### config.mk
export PLATFORM = sky130hd
export DESIGN_NAME = sr_cmd_encoder
export DESIGN_NICKNAME = d
export VERILOG_FILES = /design/src/rtl/sr_cmd_encoder.sv
export SDC_FILE = /design/constraint.sdc
export NUM_CORES = 1
export LEC_CHECK = 0
export CAP_MARGIN = 40
export CORE_MARGIN = 5
export CORE_UTILIZATION = 44
export CTS_BUF_LIST = sky130_fd_sc_hd__clkbuf_4 sky130_fd_sc_hd__clkbuf_8
export DETAILED_ROUTE_END_ITERATION = 10
export PLACE_DENSITY_LB_ADDON = 0.2
export REMOVE_ABC_BUFFERS = 1
export SLEW_MARGIN = 25
export SYNTH_ARGS = -nofsm -noshare
export SYNTH_HDL_FRONTEND = slang
export SYNTH_SLANG_ARGS = --single-unit
### constraint.sdc
create_clock -name clk -period 3.2 [get_ports clk]
set_clock_uncertainty 0.05 [all_clocks]
set_input_delay 0.64 -clock clk [delete_from_list [all_inputs] [get_ports clk]]
set_output_delay 0.64 -clock clk [all_outputs]
set_load 0.1 [all_outputs]
### src/rtl/sr_cmd_encoder.sv
// Command-to-pulse encoder driving an SR storage element: each accepted bit becomes a timed set or reset pulse plus a guard gap.
// Optional q readback checking is enabled by defining SR_READBACK_EN.
module sr_cmd_encoder #(
   parameter int PULSE_W        = 2,
   parameter int GAP_W          = 1,
   parameter bit SKIP_REDUNDANT = 1'b1
) (
   input  logic clk,
   input  logic rst,
   input  logic in_valid,
   input  logic in_data,
   output logic in_ready,
   output logic s,
   output logic r,
   output logic busy,
   input  logic q_fb,
   output logic mismatch
);

   typedef enum logic [1:0] {
      ST_IDLE  = 2'd0,
      ST_DRIVE = 2'd1,
      ST_GAP   = 2'd2
   } state_t;

   state_t     r_state;
   logic [3:0] r_cnt;
   logic       r_s;
   logic       r_r;
   logic       r_ready;
   logic       r_busy;
   logic       r_shadow_vld;
   logic       r_shadow;
   logic       r_tgt;

   logic       w_accept;
   logic       w_pulse;
   logic       w_drive_exit;

   assign w_accept     = in_valid && r_ready;
   assign w_pulse      = !SKIP_REDUNDANT || !r_shadow_vld || (in_data != r_shadow);
   assign w_drive_exit = (r_state == ST_DRIVE) && (r_cnt == 4'd0);

   // Control path: s/r/ready/busy are registered so s and r can never glitch together.
   always_ff @(posedge clk or posedge rst) begin
      if (rst) begin
         r_state      <= ST_IDLE;
         r_cnt        <= 4'd0;
         r_s          <= 1'b0;
         r_r          <= 1'b0;
         r_ready      <= 1'b1;
         r_busy       <= 1'b0;
         r_shadow_vld <= 1'b0;
      end else begin
         unique case (r_state)
            ST_IDLE: begin
               if (w_accept && w_pulse) begin
                  r_state <= ST_DRIVE;
                  r_cnt   <= 4'(PULSE_W - 1);
                  r_s     <= in_data;
                  r_r     <= !in_data;
                  r_ready <= 1'b0;
                  r_busy  <= 1'b1;
               end
            end
            ST_DRIVE: begin
               if (r_cnt == 4'd0) begin
                  r_s          <= 1'b0;
                  r_r          <= 1'b0;
                  r_shadow_vld <= 1'b1;
                  if (GAP_W == 0) begin
                     r_state <= ST_IDLE;
                     r_ready <= 1'b1;
                     r_busy  <= 1'b0;
                  end else begin
                     r_state <= ST_GAP;
                     r_cnt   <= 4'(GAP_W - 1);
                  end
               end else begin
                  r_cnt <= r_cnt - 4'd1;
               end
            end
            ST_GAP: begin
               if (r_cnt == 4'd0) begin
                  r_state <= ST_IDLE;
                  r_ready <= 1'b1;
                  r_busy  <= 1'b0;
               end else begin
                  r_cnt <= r_cnt - 4'd1;
               end
            end
            default: begin
               r_state <= ST_IDLE;
               r_s     <= 1'b0;
               r_r     <= 1'b0;
               r_ready <= 1'b1;
               r_busy  <= 1'b0;
            end
         endcase
      end
   end

   // The shadow mirrors the SR element only once a full pulse has completed.
   always_ff @(posedge clk) begin
      if (w_accept) begin
         r_tgt <= in_data;
      end
      if (w_drive_exit) begin
         r_shadow <= r_tgt;
      end
   end

   assign s        = r_s;
   assign r        = r_r;
   assign in_ready = r_ready;
   assign busy     = r_busy;

`ifdef SR_READBACK_EN
   logic r_chk_pend;
   logic r_mismatch;

   always_ff @(posedge clk or posedge rst) begin
      if (rst) begin
         r_chk_pend <= 1'b0;
         r_mismatch <= 1'b0;
      end else begin
         r_chk_pend <= w_drive_exit;
         if (r_chk_pend && (q_fb != r_shadow)) begin
            r_mismatch <= 1'b1;
         end
      end
   end

   assign mismatch = r_mismatch;
`else
   logic w_unused_q_fb;

   assign w_unused_q_fb = q_fb;
   assign mismatch      = 1'b0;
`endif

   a_no_set_and_reset : assert property (@(posedge clk) !(r_s && r_r));

endmodule

==> impl_metrics.py <==
metrics = {
    "status": {
        "status": "finished, final reports clean",
    },
    "logic_synthesis": {
        "yosys_warnings": 0,
        "synth_cell_types": 34,
        "syn_area_sq_um": 764.5,
        "postSynthAreaPerCell_sq_um": 11.08,
        "seq_area_frac_synth_pct": 44.03,
        "synth_cells": 69,
        "ys_ff_latch": 13,
    },
    "cells_and_area": {
        "areaGrowthSynthToFinish_pct": 13.58,
        "fin_util_pct": 51.41,
        "final_area_sq_um": 868.3,
        "final_layout_size_suffix_gt1_share_pct": 26.58,
        "register_area_sq_um": 336.6,
        "final_cell_mix": "10 x dfrtp_1, 9 x inv_1, 6 x ha_1",
        "fillerInstances": 165,
        "final_common_cell": "dfrtp_1",
        "multiInputGateArea_sq_um": 386.6,
        "antenna_cells": 0,
        "nets": 91,
    },
    "global_route": {
        "grt_pass1_wl_mm": 2.166,
        "grt-ovfl-total": 0,
        "antenna_found_initial": 0,
        "grt_max_degree": 12,
        "grt_pass1_vias": 517,
        "grt.total_usage_pct": 11.35,
    },
    "routing": {
        "drt_iter0_markers": 1,
        "drcViolationCount": 0,
        "ant_nets": 0,
        "drtPass1Iterations": 2,
        "detail_route.wl_per_cell_um": 12.64,
        "via_per_inst": 5.094,
        "totalWireLength_mm": 1.213,
        "num_vias": 489,
    },
    "sta": {
        "slew_violations": 0,
        "finalHoldViolCount": 0,
        "grt_setup_unrepaired": "no",
        "max_freq_ghz": 0.4852,
        "fin_crit_ns": 2.061,
        "layout_setup_ws_ns": 1.139,
        "setup-violations-final": 0,
        "period_share_pct": 64.41,
        "finalSetupTns_ns": 0,
    },
    "critical_path": {
        "critPathCaptureType": "flip-flop",
        "reg2reg_depth": 6,
        "path_max_fanout": 9,
        "cp_data_arrival_time_ns": 2.17,
        "r2r_setup_slack_ns": 1.18,
        "cp.required_ns": 3.31,
        "timing.rr.start": "r_state[0]$_DFFE_PP0P_",
        "crit_type": "in -> reg",
        "worstReg2RegEnd": "r_cnt[1]$_DFFE_PP0P_",
        "startpoint_type": "input port",
    },
    "floorplanning": {
        "start_util_pct": 45.26,
        "die-area_sq_mm": 0.002671,
        "die_h_um": 51.68,
        "ioPinCount": 10,
        "num_rows": 15,
        "die_x_um": 51.68,
        "core_sq_mm": 0.001689,
    },
    "clock_network": {
        "hold_buffers": 0,
        "clock_tree.buffer_depth": 2,
        "clk_pin_slew_worst_paths_ns": 0.08,
        "cts_tree": "built",
        "cts-resized-gates": 0,
        "clock-sinks": 13,
        "cts_buffers": 3,
        "insertion_delay_ns": 0.27,
        "post-cts-setup-buffers": 0,
        "h-tree-depth": 1,
        "cts_root_buf": "clkbuf_4",
    },
    "placement": {
        "placed_cell_area_sq_um": 838.3,
        "place_ws_ns": 0.8470,
        "io_buffers": 7,
        "gp_congestion": 0.7628,
        "dp_hpwl_um": 945.2,
    },
    "job": {
        "max_cap_violations": 0,
    },
    "worst_hold_path": {
        "min_from": "r_tgt$_DFFE_PP_",
        "min_path_cells": 0,
        "whs_endpoint": "r_shadow$_DFFE_PP_",
        "hp-class": "reg -> reg",
    },
}
-- worst max-delay path, cell delays in order --
cell and delay [ns]:
clkdlybuf4s50_1 0.48, xnor2_1 0.19, a31oi_4 0.33, nand2_1 0.18, mux2_1 0.34
-- layer usage --
layer / wire [um] / up-vias / GRT usage, % / share of wire, %
li1: - / 254 / - / -
met2: 540 / 5 / 17.58 / 45
met3: 60 / 2 / 6.017 / 4.9
met5: 0 / - / 0 / 0
met4: 10 / 0 / 3.930 / 0.82
met1: 602 / 228 / 13.33 / 50
-- how the worst max path moves through the flow --
stage / cells after the start / from / end
after floorplan: 4 / in_ready$_DFFE_PP1P_ / r_cnt[0]$_DFFE_PP0P_
after global placement: 5 / in_data / r_cnt[0]$_DFFE_PP0P_
after detailed placement: 5 / in_data / r_cnt[0]$_DFFE_PP0P_
after CTS: 5 / in_data / r_cnt[0]$_DFFE_PP0P_
after global routing: 5 / in_data / r_cnt[2]$_DFFE_PP0P_
final: 5 / in_data / r_cnt[0]$_DFFE_PP0P_
-- cell families after synthesis --
logic type                 share of synthesized area [%]
muxes                                              9.656
other                                             0.4905
adders and majority gates                          9.820
buffers and inverters                              5.401
xor gates and xnor gates                           1.146
and+or+nand+nor                                    13.91
AOI/OAI and AO/OA                                  15.55
DFF                                                44.03
-- cell type report --
type | count | share of cell area [%]
flip-flops and latches | 13 | 38.76
well taps | 17 | 2.450
inverters | 9 | 3.890
multi-input cells | 46 | 44.52
repair buffers | 7 | 6.916
clock buffers | 4 | 3.458
-- Yosys cell counts --
cell type	instances	area share, %
edfxtp_1	2	7.9
a21bo_2	1	1.3
o21ai_0	2	1.3
dfrtp_1	10	33
o41ai_1	2	2.3
a21boi_0	1	0.98
or3b_2	1	1.1
nand2_1	3	1.5
buf_4	1	0.98
or2_2	1	0.82
nor2_1	1	0.49
dfstp_2	1	3.4
ha_1	6	9.8
nor2b_1	1	0.82
a21oi_2	1	1.1
mux2_1	1	1.5
a21oi_1	4	2.6
a31oi_4	1	2.8
or3b_4	1	1.5
and2_1	2	1.6
mux2_4	2	3.9
or3_1	1	0.82
nor3b_1	2	2.0
o21ai_1	1	0.65
conb_1	1	0.49
xnor2_1	1	1.1
nand2_2	1	0.82
mux2i_1	1	1.3
o211a_1	1	1.3
mux2_2	2	2.9
nand4_1	1	0.82
nand2b_1	2	1.6
a31o_2	1	1.1
inv_1	9	4.4
-- state kept, by name, summed over array words and instances, names as in the netlist --
signal	count
r	1
in_ready	1
r_tgt	1
r_cnt	4
r_shadow_vld	1
busy	1
s	1
r_state	2
r_shadow	1
-- through the flow --
step           hold slack [ns]  instances
6_report                0.3996         96
3_3_place_gp            0.3834         92
5_1_grt                 0.4012         96
2_1_floorplan           0.3503         68
3_5_place_dp            0.3635         92
4_1_cts                 0.3957         96
Power is left out: the tool's default activity adds up to more than one toggle a clock period on the data nets, which glitch-free logic cannot reach.
